`src/rtl/sdram_read_arbiter.sv`:
```
// Two-requester round-robin arbiter for a shared Avalon-MM SDRAM read port.
// One burst is outstanding at a time; read data is broadcast and qualified by grant.
module sdram_read_arbiter #(
    parameter int ADDR_W  = 29,
    parameter int DATA_W  = 64,
    parameter int BURST_W = 8
) (
    input  logic               clk,
    input  logic               rst,
    input  logic [ADDR_W-1:0]  m0_address,
    input  logic [BURST_W-1:0] m0_burstcount,
    input  logic               m0_read,
    output logic               m0_waitrequest,
    output logic [DATA_W-1:0]  m0_readdata,
    output logic               m0_readdatavalid,
    input  logic [ADDR_W-1:0]  m1_address,
    input  logic [BURST_W-1:0] m1_burstcount,
    input  logic               m1_read,
    output logic               m1_waitrequest,
    output logic [DATA_W-1:0]  m1_readdata,
    output logic               m1_readdatavalid,
    output logic [ADDR_W-1:0]  s_address,
    output logic [BURST_W-1:0] s_burstcount,
    output logic               s_read,
    input  logic               s_waitrequest,
    input  logic [DATA_W-1:0]  s_readdata,
    input  logic               s_readdatavalid,
    output logic [1:0]         grant_o,
    output logic               busy_o,
    output logic               err_o
);

    typedef enum logic [1:0] {IDLE, ISSUE, DRAIN} state_t;

    localparam logic [BURST_W:0] CNT_ONE = {{BURST_W{1'b0}}, 1'b1};

    state_t             state, state_n;
    logic [1:0]         grant_n;
    logic               ptr, ptr_n;
    logic               s_read_n;
    logic [ADDR_W-1:0]  addr_n;
    logic [BURST_W-1:0] bc_n;
    logic [BURST_W:0]   cnt, cnt_n;
    logic               err_n;
    logic               pick_m1;
    logic [ADDR_W-1:0]  win_addr;
    logic [BURST_W-1:0] win_bc;

    // A lone requester wins outright; on a tie the pointer decides.
    always_comb begin
        pick_m1  = m1_read && (!m0_read || ptr);
        win_addr = pick_m1 ? m1_address : m0_address;
        win_bc   = pick_m1 ? m1_burstcount : m0_burstcount;
    end

    always_comb begin
        state_n  = state;
        grant_n  = grant_o;
        ptr_n    = ptr;
        s_read_n = s_read;
        addr_n   = s_address;
        bc_n     = s_burstcount;
        cnt_n    = cnt;
        err_n    = err_o;
        case (state)
            IDLE: begin
                if (s_readdatavalid) begin
                    err_n = 1'b1;
                end
                if (m0_read || m1_read) begin
                    grant_n  = pick_m1 ? 2'b10 : 2'b01;
                    addr_n   = win_addr;
                    bc_n     = win_bc;
                    s_read_n = 1'b1;
                    state_n  = ISSUE;
                    if (win_bc == '0) begin
                        cnt_n = CNT_ONE;
                        err_n = 1'b1;
                    end else begin
                        cnt_n = {1'b0, win_bc};
                    end
                end
            end
            ISSUE, DRAIN: begin
                if (state == ISSUE && !s_waitrequest) begin
                    s_read_n = 1'b0;
                    state_n  = DRAIN;
                end
                // The final beat may land in the acceptance cycle itself.
                if (s_readdatavalid) begin
                    if (cnt == '0) begin
                        err_n = 1'b1;
                    end else if (cnt == CNT_ONE) begin
                        cnt_n    = '0;
                        state_n  = IDLE;
                        grant_n  = 2'b00;
                        ptr_n    = ~ptr;
                        s_read_n = 1'b0;
                    end else begin
                        cnt_n = cnt - CNT_ONE;
                    end
                end
            end
            default: begin
                state_n  = IDLE;
                grant_n  = 2'b00;
                s_read_n = 1'b0;
            end
        endcase
    end

    always_ff @(posedge clk or posedge rst) begin
        if (rst) begin
            state        <= IDLE;
            grant_o      <= 2'b00;
            ptr          <= 1'b0;
            s_read       <= 1'b0;
            s_address    <= '0;
            s_burstcount <= '0;
            cnt          <= '0;
            err_o        <= 1'b0;
        end else begin
            state        <= state_n;
            grant_o      <= grant_n;
            ptr          <= ptr_n;
            s_read       <= s_read_n;
            s_address    <= addr_n;
            s_burstcount <= bc_n;
            cnt          <= cnt_n;
            err_o        <= err_n;
        end
    end

    assign busy_o           = (state != IDLE);
    assign m0_readdata      = s_readdata;
    assign m1_readdata      = s_readdata;
    assign m0_readdatavalid = s_readdatavalid & grant_o[0] & (state != IDLE);
    assign m1_readdatavalid = s_readdatavalid & grant_o[1] & (state != IDLE);
    assign m0_waitrequest   = ~(grant_o[0] & (state == ISSUE) & ~s_waitrequest);
    assign m1_waitrequest   = ~(grant_o[1] & (state == ISSUE) & ~s_waitrequest);

endmodule

```
`config.mk`:
```
export PLATFORM = sky130hd
export DESIGN_NAME = sdram_read_arbiter
export DESIGN_NICKNAME = d
export VERILOG_FILES = /design/src/rtl/sdram_read_arbiter.sv
export SDC_FILE = /design/constraint.sdc
export NUM_CORES = 1
export LEC_CHECK = 0
export BUFFER_PORTS_ARGS = -buffer_cell sky130_fd_sc_hd__buf_2
export CORE_AREA = 2 2 122 124
export DETAILED_ROUTE_END_ITERATION = 6
export DIE_AREA = 0 0 124 126
export HOLD_SLACK_MARGIN = 0.03
export PLACE_DENSITY = 0.58
export SLEW_MARGIN = 20
export SYNTH_ARGS = -nofsm -noshare
export SYNTH_HDL_FRONTEND = slang
export SYNTH_SLANG_ARGS = --single-unit
```
`constraint.sdc`:
```
create_clock -name clk -period 2.4 [get_ports clk]
set_input_delay 0.48 -clock clk [delete_from_list [all_inputs] [get_ports clk]]
set_output_delay 0.48 -clock clk [all_outputs]
set_load 0.02 [all_outputs]
```
Word level (Yosys, flattened, before mapping)
Cells that the tools add are included.
Word-level totals
  input port bits: 144
  output and inout bits: 174
  register bits after elaboration: 53
Cells by class
  reductions and logical operators: 17
  eq/ne operators: 8
  add/subtract/negate cells: 1
  mux-type cells: 32
  bitwise gates (word level): 13
Operators with widths (count)
  9-bit two-way mux: 4
  29-bit two-way mux: 1
  2-bit two-way mux: 10
  9-bit one-hot mux with 2 select lines: 1
  8-bit two-way mux: 2
  4-bit AND reduction: 3
  1-bit two-way mux: 10
  2-bit inequality test (second input constant): 5
  9-bit by 1-bit equality test with 1-bit output (second input constant): 1
  9-bit logical NOT: 1
  9-bit by 1-bit subtractor with 9-bit output (second input constant): 1
  1-bit bitwise AND: 8
  8-bit logical NOT: 1
  2-bit one-hot mux with 2 select lines: 2
  1-bit inverter: 5
  1-bit one-hot mux with 2 select lines: 2
  2-bit nonzero test: 2
  3-bit AND reduction: 1
  2-bit by 1-bit equality test with 1-bit output (second input constant): 1
  2-bit equality test (second input constant): 1
  1-bit logical AND: 2
  1-bit logical NOT: 2
  2-bit logical NOT: 1
  1-bit logical OR: 2
  other kinds (2): 2

Logic depth before layout (Yosys ltp)
Gate-level depths: netlist (run 1).
  word-level depth: 8
  gate-level depth with buffers: 8

Worst setup path after synthesis (run 1)
OpenSTA, ideal clock, no wires.
  kind: reg2reg
  start point: reg cnt[4]
  end point: reg cnt[6]
  period minus slack after synthesis: 2.140 ns
  data required time: 2.279 ns
  data arrival time: 2.019 ns
  slack: 0.260 ns
  stages on the path, launching flop included: 7
  cell sequence: dfrtp_1 or4_4 or4_4 nand2_4 buf_6 o21ai_1 a22o_1
On the way
  word-level cells in the longest chain between the ends: 5
Ends and longest elaborated chain
  from (decl): RTL line 43  | logic [BURST_W:0] cnt, cnt_n;
  from (signal assigned): RTL line 129  | cnt <= cnt_n;
  9-bit by 1-bit subtractor with 9-bit output or 9-bit by 1-bit equality test with 1-bit output (tied branches): RTL line 100, 93
  9-bit two-way mux: RTL line 93  | end else if (cnt == CNT_ONE) begin
  9-bit two-way mux: RTL line 91  | if (cnt == '0) begin
  9-bit two-way mux: RTL line 90  | if (s_readdatavalid) begin
  9-bit one-hot mux with 2 select lines: RTL line 65  | case (state)
Parallel ways exist; a longest one is shown, timed or not. The select of a mux whose other input is x is not followed.
A chain may end at the register's enable or synchronous reset.

Final worst setup path (run 1)
  start point: reg cnt[4]
  end point: reg grant_o[1]
On the way
  word-level cells in the longest chain between the ends: 3
Ends and longest elaborated chain
  9-bit by 1-bit equality test with 1-bit output or 9-bit logical NOT (tied branches): RTL line 93, 91
  2-bit inequality test (no source line)
  4-bit AND reduction (no source line) (*)
  to (signal assigned): RTL line 124  | grant_o <= grant_n;
  to (decl): RTL line 28  | output logic [1:0] grant_o,
Mark *: on every way between the ends. The rest lies on a longest branch, timed or not.

==> metrics, run 1 <==
status completed; residual DRC count 0; mux cell area share after synthesis 2.784%; Critical Setup Path Class flip-flop to flip-flop; routed via count 2755; Period Utilization, post-route 93.16%; # H-tree levels 2; asr flop ratio synth 100.0%; # IOs 318; Worst Skew 0.01541 ns; GRT Total Usage 11.20%; Rows 44; largest family of logic cells by synthesized area buffers and inverters; Syn Area/Cell 8.567 um2; Levels on crit path 5; largest net degree at the start of global routing 45; cts repair resizes 0; Starting Density 25.44%; FF-to-FF setup slack 0.16 ns; FMAX 0.4473 GHz; DPL Wire Length 7123 um; CTS Buffer Depth 2; Pleak 1.774 nW; simple-gate area share of the yosys netlist 13.51%; Final setup viols 0; Worst Reg-to-Reg Cells 5; Filler cells 1562; R2R Path Start cnt[4]; Iter 0 DRT Violations 56; Register Area 1326 um2; CTS sink count 53; RSZ-0062 raised after global routing false; Final Util 26.19%; Final GP Congestion 0.8018; I/O Buffers 125; Max rail drop VDD 0.4473 mV; CTS Buf Count 5; worst-margin pin slew 1.017 ns; Reg clk slew, reported paths 0.08 ns; worst slack at placement 0.1903 ns; HP Class primary input to asynchronous set/reset pin; CTS hold repair buffers 0; EDFF count, synth 0; worst path buffer plus inverter count 0; DRT Wirelength 9103 um; placed insts 598; Detail Route Antenna Nets 0; CP endpoint kind flip-flop; Top delay family on crit path simple AND/OR/NAND/NOR gates; synth warn 0; final-report hold violation count 0; Finished Layout Cells 607; Pwr per Cell Area 1382 nW/um2; initial antenna violation count 2; post-synthesis xor/xnor area fraction 0.2405%; crit path cell chain or4_4 -> or4_4 -> o21ai_4 -> nand2_1 -> a32o_1; first-pass GRT wire length 13320 um; Slew Viols, Final 0; FF+latch count, synth 53; Synth Area in Compound Gates 15.57%; sequential element share of the synthesized area 36.43%; Critical path origin cnt[4]; Core Area 14310 um2; layout cell share with drive strength beyond 1 35.55%; clk root buf clkbuf_16; clock latency at the later pin of the worst-skew pair 0.31 ns; CP peak stage delay 0.59 ns; setup ws final 0.1642 ns; Post-CTS Setup Repair Bufs 0; routed length per instance 15.00 um; critical path required time 2.59 ns; grt total ovfl 0; Pwr Total 5.182 mW; startpoint types flip-flop; Horiz. Die Dim 124 um; Die Y 126 um; library cells used by synthesis 41; CP Capture Point grant_o[1]; max-cap violations 0; drt pass-1 iters 4; Synth Net Count 575; Synth Area in Adders 2.062%; Critical Path Most Common Cell or4_4; reg2reg end grant_o[1]; P&R area growth vs syn 2.955%; Cell Area, Synth 3641 um2; Final Critical Period 2.236 ns; Top FF cell, synth dfrtp_1; vias per cell 4.539; critical path arrival 2.43 ns; Setup TNS 0 ns; CTS tree done; CP Max Fanout 8; Slew HR 31.71%; vias in the first global route 2721; DIE AREA 15620 um2; # nets final 571; synthesized instance count 425; area occupied by multi-input gates 1262 um2; critical path's slowest cell or4_4
Yosys cell counts (2+ instances only):
library cell	n	area (um2)
buf_4	128	960.9
or4_4	2	22.52
ha_1	6	75.07
o21ai_1	5	25.02
mux2i_1	9	90.09
nand3_1	2	10.01
nand2b_1	2	12.51
nor3_1	4	20.02
a21oi_1	13	65.06
nand2_1	53	198.9
o2bb2ai_1	2	17.52
o22ai_1	14	87.58
dfrtp_1	53	1326
a31oi_1	18	112.6
a22o_1	7	61.31
nor2_1	38	142.6
a32o_1	2	20.02
and3_1	2	12.51
o32ai_1	3	26.28
inv_1	10	37.54
clkbuf_1	13	48.80
o21ai_0	14	70.07
o21a_1	2	15.01
nor4_1	6	37.54
layout by cell type (no fill, tap or decap), drive strengths merged, types with 2 or more instances in the layout:
| cell type | n |
|---|---|
| buf | 133 |
| nand2 | 54 |
| dfrtp | 53 |
| nor2 | 38 |
| o21ai | 20 |
| a31oi | 18 |
| o22ai | 14 |
| a21oi | 13 |
| inv | 11 |
| mux2i | 9 |
| a22o | 7 |
| nor4 | 6 |
| ha | 6 |
| clkbuf | 5 |
| nor3 | 4 |
| o32ai | 3 |
| or4 | 2 |
| nand2b | 2 |
| nand3 | 2 |
| o21a | 2 |
| a32o | 2 |
| o2bb2ai | 2 |
| and3 | 2 |
| clkinv | 2 |
per-stage QoR:
stage,instance area (um2),hold WS [ns]
2_1_floorplan,3641,0.4420
3_3_place_gp,3571,0.4705
3_5_place_dp,3571,0.4707
4_1_cts,3746,0.2360
5_1_grt,3749,0.2647
6_report,3749,0.2281
cell type report:
type	instances	share of cell area (%)
well taps	184	6.142
repair buffers	133	18.96
multi-input cells	217	33.68
clock inverters	3	1.335
inverters	11	1.101
clock buffers	5	3.338
flip-flops and latches	53	35.38
diodes	1	0.06676
layer usage:
| metal | track usage [%] | up-vias | share of wire [%] |
|---|---|---|---|
| li1 | - | 1313 | - |
| met1 | 10.90 | 1258 | 37 |
| met2 | 20.85 | 160 | 51 |
| met3 | 4.755 | 22 | 11 |
| met4 | 3.833 | 2 | 1.5 |
| met5 | 0 | - | 0.14 |
power breakdown:
part	internal (mW)	switching, mW	total, mW
Clock	0.502	0.356	0.858
Combinational	1.00	1.70	2.70
Sequential	1.33	0.287	1.62
flip-flops by register name (all words and copies together) (netlist names):
name / cells
s_address: 29
cnt: 9
s_burstcount: 8
grant_o: 2
state: 2
err_o: 1
ptr: 1
s_read: 1
worst reg2reg max path, stage by stage (launching register included):
cell,delay [ns]
dfrtp_1,0.46
or4_4,0.59
or4_4,0.55
o21ai_4,0.21
nand2_1,0.10
a32o_1,0.21
how the worst min path moves through the flow:
stage,startpoint,end,cells after the start
after floorplan,ptr,ptr,1
after global placement,s_burstcount[0],s_burstcount[0],2
after detailed placement,s_burstcount[7],s_burstcount[7],2
after CTS,rst,s_address[2],2
after global routing,rst,s_address[22],2
final,rst,s_address[22],2
cell families after synthesis:
family,count (synthesis)
compound gates,87
mux,10
xor+xnor,1
flops,53
fa+ha+maj,6
simple gates,113
buf+inv,155
No activity file was read; power rests on OpenSTA's default activity.
==> run 2: changes to the inputs <==
--- a/config.mk
+++ b/config.mk
@@ -6,11 +6,12 @@
 export NUM_CORES = 1
 export LEC_CHECK = 0
 export BUFFER_PORTS_ARGS = -buffer_cell sky130_fd_sc_hd__buf_2
-export CORE_AREA = 2 2 122 124
+export CAP_MARGIN = 25
+export CORE_AREA = 2 2 125 127
 export DETAILED_ROUTE_END_ITERATION = 6
-export DIE_AREA = 0 0 124 126
+export DIE_AREA = 0 0 127 129
 export HOLD_SLACK_MARGIN = 0.03
-export PLACE_DENSITY = 0.58
+export PLACE_DENSITY = 0.56
 export SLEW_MARGIN = 20
 export SYNTH_ARGS = -nofsm -noshare
 export SYNTH_HDL_FRONTEND = slang
==> constraint.sdc (replaced) <==
create_clock -name clk -period 2.78 [get_ports clk]
set_input_delay 0.556 -clock clk [delete_from_list [all_inputs] [get_ports clk]]
set_output_delay 0.556 -clock clk [all_outputs]
set_load 0.02 [all_outputs]
==> run 2 against run 1 <==
  * Via count up 1.6%
  * Combinational power down 14%
  * Flip-flop and latch count unchanged
  * Global-route usage down 0.13 points
  * Clock power down 22%
  * Register-to-register slack better by 0.37 ns
  * Sequential power down 14%
  * Power down 15%
  * Sequential share of layout area up 0.27 points
  * Routed wire length up 4.1%
  * Highest routed layer is now met4
==> metrics, run 2 (same netlist as run 1, synthesis figures left out) <==
Slew Viols, Final 0 (unchanged); P_sw 2.036 mW (was 2.344 mW); Logic pwr share 53.0% (was 52.2%); Max rail drop VDD 0.4417 mV (was 0.4473 mV); Top delay family on crit path simple AND/OR/NAND/NOR gates (unchanged); Critical Setup Path Class flip-flop to flip-flop (unchanged); # H-tree levels 2 (unchanged); cts repair resizes 0 (unchanged); clock latency at the later pin of the worst-skew pair 0.31 ns (about the same); Critical path origin cnt[4] (unchanged); RSZ-0062 raised after global routing false (unchanged); Pwr Total 4.383 mW (was 5.182 mW); layout cell share with drive strength beyond 1 35.85% (was 35.55%); FMAX 0.4462 GHz (was 0.4473 GHz); HP Class primary input to asynchronous set/reset pin (unchanged); vias per cell 4.575 (was 4.539); routed via count 2800 (was 2755); Slew HR 60.08% (was 31.71%); drt pass-1 iters 4 (unchanged); vias in the first global route 2771 (was 2721); critical path arrival 2.44 ns (was 2.43 ns); Reg clk slew, reported paths 0.08 ns (about the same); Pleak 1.765 nW (was 1.774 nW); # nets final 573 (was 571); Iter 0 DRT Violations 106 (was 56); CP peak stage delay 0.59 ns (about the same); largest net degree at the start of global routing 26 (was 45); Final Util 24.84% (was 26.19%); Setup TNS 0 ns (unchanged); # IOs 318 (unchanged); worst slack at placement 0.4306 ns (was 0.1903 ns); first-pass GRT wire length 14180 um (was 13320 um); switching share of power 46.44% (was 45.23%); worst-margin pin slew 0.5974 ns (was 1.017 ns); critical path's slowest cell or4_4 (unchanged); CP Max Fanout 8 (unchanged); final-report hold violation count 0 (unchanged); DP Area 3566 um2 (was 3571 um2); Biggest register s_address (unchanged); clock share of power 15.3% (was 16.6%); Worst Skew 0.01391 ns (was 0.01541 ns); clk root buf clkbuf_16 (unchanged); setup ws final 0.5390 ns (was 0.1642 ns); R2R Path Start cnt[4] (unchanged); CP endpoint kind flip-flop (unchanged); Rows 45 (was 44); Filler cells 1644 (was 1562); Starting Density 24.31% (was 25.44%); Final Critical Period 2.241 ns (was 2.236 ns); Horiz. Die Dim 127 um (was 124 um); Register Area 1326 um2 (unchanged); startpoint types flip-flop (unchanged); P&R area growth vs syn 2.165% (was 2.955%); CTS sink count 53 (unchanged); GRT Total Usage 11.07% (was 11.20%); Pwr per Cell Area 1178 nW/um2 (was 1382 nW/um2); Final GP Congestion 0.8089 (was 0.8018); area occupied by multi-input gates 1262 um2 (unchanged); CTS Buf Count 5 (unchanged); # diodes 0 (was 1); Largest regs s_address x29, cnt x9, s_burstcount x8 (unchanged); routed length per instance 15.49 um (was 15.00 um); Post-CTS Setup Repair Bufs 0 (unchanged); CTS Buffer Depth 2 (unchanged); CTS hold repair buffers 0 (unchanged); Die Y 129 um (was 126 um); commonest non-fill, non-tap cells in the layout buf_2 (125), nand2_1 (53), dfrtp_1 (53) (unchanged); Final setup viols 0 (unchanged); worst path buffer plus inverter count 0 (unchanged); sequential fraction of design power 31.7% (was 31.3%); Period Utilization, post-route 80.61% (was 93.16%); CTS tree done (unchanged); initial antenna violation count 0 (was 2); I/O Buffers 125 (unchanged); grt total ovfl 0 (unchanged); max-cap violations 0 (unchanged); commonest non-fill, non-tap cell in the layout buf_2 (unchanged); status completed (unchanged); DPL Wire Length 7433 um (was 7123 um); Detail Route Antenna Nets 0 (unchanged); Core Area 14980 um2 (was 14310 um2); crit path cell chain or4_4 -> or4_4 -> o21ai_4 -> nand2_1 -> a32o_1 (unchanged); DIE AREA 16380 um2 (was 15620 um2); Critical Path Most Common Cell or4_4 (unchanged); max reg flops 29 (unchanged); Finished Cell Area 3720 um2 (was 3749 um2); critical path required time 2.98 ns (was 2.59 ns); residual DRC count 0 (unchanged); DRT Wirelength 9479 um (was 9103 um); Pint 2.347 mW (was 2.838 mW)
[run 2: cell types whose count changed in the layout (fill, tap and decap cells not counted), sizes merged]
cell,delta
inv,+1
bufinv,-1
diode,-1
buf,+2
[run 2: through the flow]
step           hold slack, ns  cells
2_1_floorplan          0.4420    425
3_3_place_gp           0.4469    604
5_1_grt                0.2979    612
4_1_cts                0.2809    612
3_5_place_dp           0.4514    604
6_report               0.2716    612
[run 2: power groups by stage]
stage	combinational [mW]	clock, mW	sequential [mW]
floorplan	1.54	0	1.73
global placement	2.30	0	1.39
finish	2.32	0.669	1.39
CTS	2.35	0.702	1.39
global route	2.56	0.737	1.45
detailed placement	2.35	0	1.41
[run 2: cell type report]
| type | count | area share, % |
|---|---|---|
| flip-flops and latches | 53 | 35.65 |
| multi-input cells | 217 | 33.94 |
| well taps | 188 | 6.324 |
| clock buffers | 5 | 3.364 |
| repair buffers | 135 | 18.84 |
| inverters | 11 | 1.110 |
| clock inverters | 3 | 0.7736 |
[run 2: final timing paths]
check	endpoint	slack [ns]	cells after the start
setup / recovery	grant_o[0]	0.54	5
hold / removal	s_address[26]	0.27	2
setup reg to reg	grant_o[0]	0.54	5
hold reg to reg	err_o	0.47	1
max in group asynchronous	s_address[28]	1.83	3
min in group clk	err_o	0.47	1
[run 2: routing by layer]
| layer | global-route usage (%) | routed length, um |
|---|---|---|
| met1 | 12.45 | 3900 |
| met3 | 4.491 | 980 |
| met4 | 3.620 | 147 |
| met2 | 19.20 | 4451 |
| met5 | 0 | 0 |
==> run 3: changes to the inputs <==
--- a/config.mk
+++ b/config.mk
@@ -5,13 +5,14 @@
 export SDC_FILE = /design/constraint.sdc
 export NUM_CORES = 1
 export LEC_CHECK = 0
+export ABC_AREA = 1
 export BUFFER_PORTS_ARGS = -buffer_cell sky130_fd_sc_hd__buf_2
 export CAP_MARGIN = 25
-export CORE_AREA = 2 2 125 127
+export CORE_AREA = 2 2 124 126
 export DETAILED_ROUTE_END_ITERATION = 6
-export DIE_AREA = 0 0 127 129
+export DIE_AREA = 0 0 126 128
 export HOLD_SLACK_MARGIN = 0.03
-export PLACE_DENSITY = 0.56
+export PLACE_DENSITY = 0.58
 export SLEW_MARGIN = 20
 export SYNTH_ARGS = -nofsm -noshare
 export SYNTH_HDL_FRONTEND = slang
==> constraint.sdc (replaced) <==
create_clock -name clk -period 2.3 [get_ports clk]
set_input_delay 0.46 -clock clk [delete_from_list [all_inputs] [get_ports clk]]
set_output_delay 0.46 -clock clk [all_outputs]
set_load 0.02 [all_outputs]
==> run 3 against run 2 <==
  * Synthesized cell count is 15% higher
  * Cell area up 3.3%
  * Routed wire length increased by 3.6%
  * Non-clock buffer count decreased by 4
  * Sequential power up 22%
  * Critical path depth up 1
  * Power rose by 22%
  * Register-to-register slack worse by 0.15 ns
  * Clock power grew 16%
  * Die area down 1.6%
==> metrics, run 3 <==
Horiz. Die Dim 126 um (was 127 um); Reg clk slew, reported paths 0.07 ns (was 0.08 ns); worst path buffer plus inverter count 3 (was 0); clock share of power 14.5% (was 15.3%); Critical Setup Path Class flip-flop to output pin (was flip-flop to flip-flop); routed length per instance 14.55 um (was 15.49 um); clk root buf clkbuf_16 (unchanged); CTS hold repair buffers 0 (unchanged); Pwr per Cell Area 1396 nW/um2 (was 1178 nW/um2); Rows 45 (unchanged); max reg flops 29 (unchanged); vias in the first global route 2980 (was 2771); residual DRC count 0 (unchanged); Synth Net Count 640 (was 575); # diodes 0 (unchanged); area leader, netlist dfrtp_1 (unchanged); first-pass GRT wire length 15550 um (was 14180 um); commonest non-fill, non-tap cell in the layout buf_2 (unchanged); commonest non-fill, non-tap cells in the layout buf_2 (125), nand2_1 (80), dfrtp_1 (53) (was buf_2 (125), nand2_1 (53), dfrtp_1 (53)); clock latency at the later pin of the worst-skew pair 0.29 ns (was 0.31 ns); synth warn 0 (unchanged); routed via count 2941 (was 2800); critical path required time 1.84 ns (was 2.98 ns); grt total ovfl 0 (unchanged); CP Max Fanout 4 (was 8); R2R Path Start state[0] (was cnt[4]); P&R area growth vs syn 0.3268% (was 2.165%); Worst Skew 0.007388 ns (was 0.01391 ns); Final setup viols 0 (unchanged); sequential fraction of design power 31.6% (was 31.7%); status completed (unchanged); crit path cell chain inv_1 -> ha_1 -> inv_1 -> nor2_1 -> nand2_1 -> buf_2 (was or4_4 -> or4_4 -> o21ai_4 -> nand2_1 -> a32o_1); Top delay family on crit path flip-flops (was simple AND/OR/NAND/NOR gates); FF-to-FF setup slack 0.39 ns (was 0.54 ns); DRT Wirelength 9824 um (was 9479 um); CP endpoint kind output pin (was flip-flop); Final GP Congestion 0.8148 (was 0.8089); cts repair resizes 0 (unchanged); CTS Buf Count 5 (unchanged); Slew Viols, Final 0 (unchanged); critical path's slowest cell dfrtp_1 (was or4_4); # nets final 636 (was 573); vias per cell 4.357 (was 4.575); max-cap violations 0 (unchanged); Largest regs s_address x29, cnt x9, s_burstcount x8 (unchanged); library cells used by synthesis 28 (was 41); Pleak 1.927 nW (was 1.765 nW); Die Y 128 um (was 129 um); P_sw 2.571 mW (was 2.036 mW); Critical Path Most Common Cell inv_1 (was or4_4); Worst Reg-to-Reg Cells 9 (was 5); Final Critical Period 1.917 ns; reg2reg end cnt[7] (was grant_o[0]); CTS sink count 53 (unchanged); Synth top cells by count buf_4 (132), nand2_1 (80), dfrtp_1 (53), nor2_1 (51), a21oi_1 (41) (was buf_4 (128), dfrtp_1 (53), nand2_1 (53), nor2_1 (38), a31oi_1 (18)); I/O Buffers 125 (unchanged); HP Class primary input to asynchronous set/reset pin (unchanged); CTS tree done (unchanged); ranking of synthesized cells by area dfrtp_1 (35%), buf_4 (26%), nand2_1 (7.8%) (was dfrtp_1 (36%), buf_4 (26%), nand2_1 (5.5%)); drt pass-1 iters 4 (unchanged); worst-margin pin slew 0.5945 ns (was 0.5974 ns); Yosys top cell area share 34.63% (was 36.43%); Setup TNS 0 ns (unchanged); switching share of power 47.93% (was 46.44%); Logic pwr share 53.9% (was 53.0%); Syn Area/Cell 7.816 um2 (was 8.567 um2); layout cell share with drive strength beyond 1 35.93% (was 35.85%); startpoint types flip-flop (unchanged); # H-tree levels 2 (unchanged); Levels on crit path 6 (was 5); synthesized instance count 490 (was 425); # IOs 318 (unchanged); Biggest register s_address (unchanged); Critical path origin state[1] (was cnt[4]); sequential element share of the synthesized area 34.63% (was 36.43%); largest net degree at the start of global routing 30 (was 26); Cell Area, Synth 3830 um2 (was 3641 um2); DPL Wire Length 7585 um (was 7433 um); FF+latch count, synth 53 (unchanged); Max rail drop VDD 0.4370 mV (was 0.4417 mV); Iter 0 DRT Violations 120 (was 106); CTS Buffer Depth 2 (unchanged); Detail Route Antenna Nets 0 (unchanged); final-report hold violation count 0 (unchanged); Finished Cell Area 3842 um2 (was 3720 um2); Period Utilization, post-route 83.34%; Starting Density 25.77% (was 24.31%); RSZ-0062 raised after global routing false (unchanged); Filler cells 1730 (was 1644); asr flop ratio synth 100.0% (unchanged); EDFF count, synth 0 (unchanged); Post-CTS Setup Repair Bufs 0 (unchanged); GRT Total Usage 12.06% (was 11.07%); critical path arrival 1.46 ns (was 2.44 ns); Top FF cell, synth dfrtp_1 (unchanged); FMAX 0.5217 GHz; CP Capture Point m1_waitrequest (was grant_o[0]); CP peak stage delay 0.40 ns (was 0.59 ns); Slew HR 60.31% (was 60.08%); most numerous cell in the Yosys netlist buf_4 (unchanged); initial antenna violation count 0 (unchanged); DP Area 3690 um2 (was 3566 um2); DIE AREA 16130 um2 (was 16380 um2); Core Area 14860 um2 (was 14980 um2); Pint 2.793 mW (was 2.347 mW)
run 3: final cells by class:
class	count	area, um2	area share, %
clock inverters	2	13.76	0.3582
repair buffers	131	670.6	17.45
clock buffers	6	138.9	3.614
well taps	188	235.2	6.122
flip-flops and latches	53	1326	34.52
multi-input cells	259	1323	34.42
inverters	36	135.1	3.517
run 3: kinds of logic (layout without fill, tap and decap cells):
group,count (synthesis),in the layout,synth area share (%)
AO/OA/AOI/OAI,82,82,11.73
XOR/XNOR,3,3,0.6862
adder cells (fa/ha/maj),6,6,1.960
buffers and inverters,178,175,30.84
flip-flops,53,53,34.63
AND/OR/NAND/NOR,168,168,20.16
run 3: how the worst min path moves through the flow:
stage	endpoint	start	slack (ns)	cells after the start
after floorplan	cnt[7]	cnt[7]	0.45	2
after global routing	s_address[28]	rst	0.28	2
after global placement	s_burstcount[2]	s_burstcount[2]	0.47	2
final	s_address[28]	rst	0.23	2
after detailed placement	s_burstcount[4]	s_burstcount[4]	0.48	2
after CTS	s_address[14]	rst	0.25	2
run 3: stage by stage:
step / cells / setup WS (ns) / power (mW) / hold slack [ns] / utilization [%]
floorplan: 490 / 0.5538 / 4.056 / 0.4531 / -
global placement: 667 / 0.4090 / 4.618 / 0.4680 / 24.82
detailed placement: 667 / 0.3799 / 4.640 / 0.4781 / 24.82
CTS: 675 / 0.3721 / 5.446 / 0.2507 / 25.85
global route: 675 / 0.2328 / 5.836 / 0.2807 / 25.85
finish: 675 / 0.3832 / 5.364 / 0.2321 / 25.85
run 3: power by group through the flow:
stage               Clock [mW]  Sequential, mW  Combinational [mW]
detailed placement           0            1.69                2.95
floorplan                    0            2.09                1.96
finish                   0.777            1.69                2.89
global route             0.844            1.75                3.24
global placement             0            1.71                2.91
CTS                      0.808            1.70                2.94
run 3: layer usage:
metal  vias to the layer above  global-route usage (%)  share of wire (%)
li1                       1419                       -                  -
met1                      1309                   13.75                 40
met2                       157                   20.94                 49
met3                        56                   3.214                7.8
met4                         0                   5.882                4.0
met5                         -                       0                  0
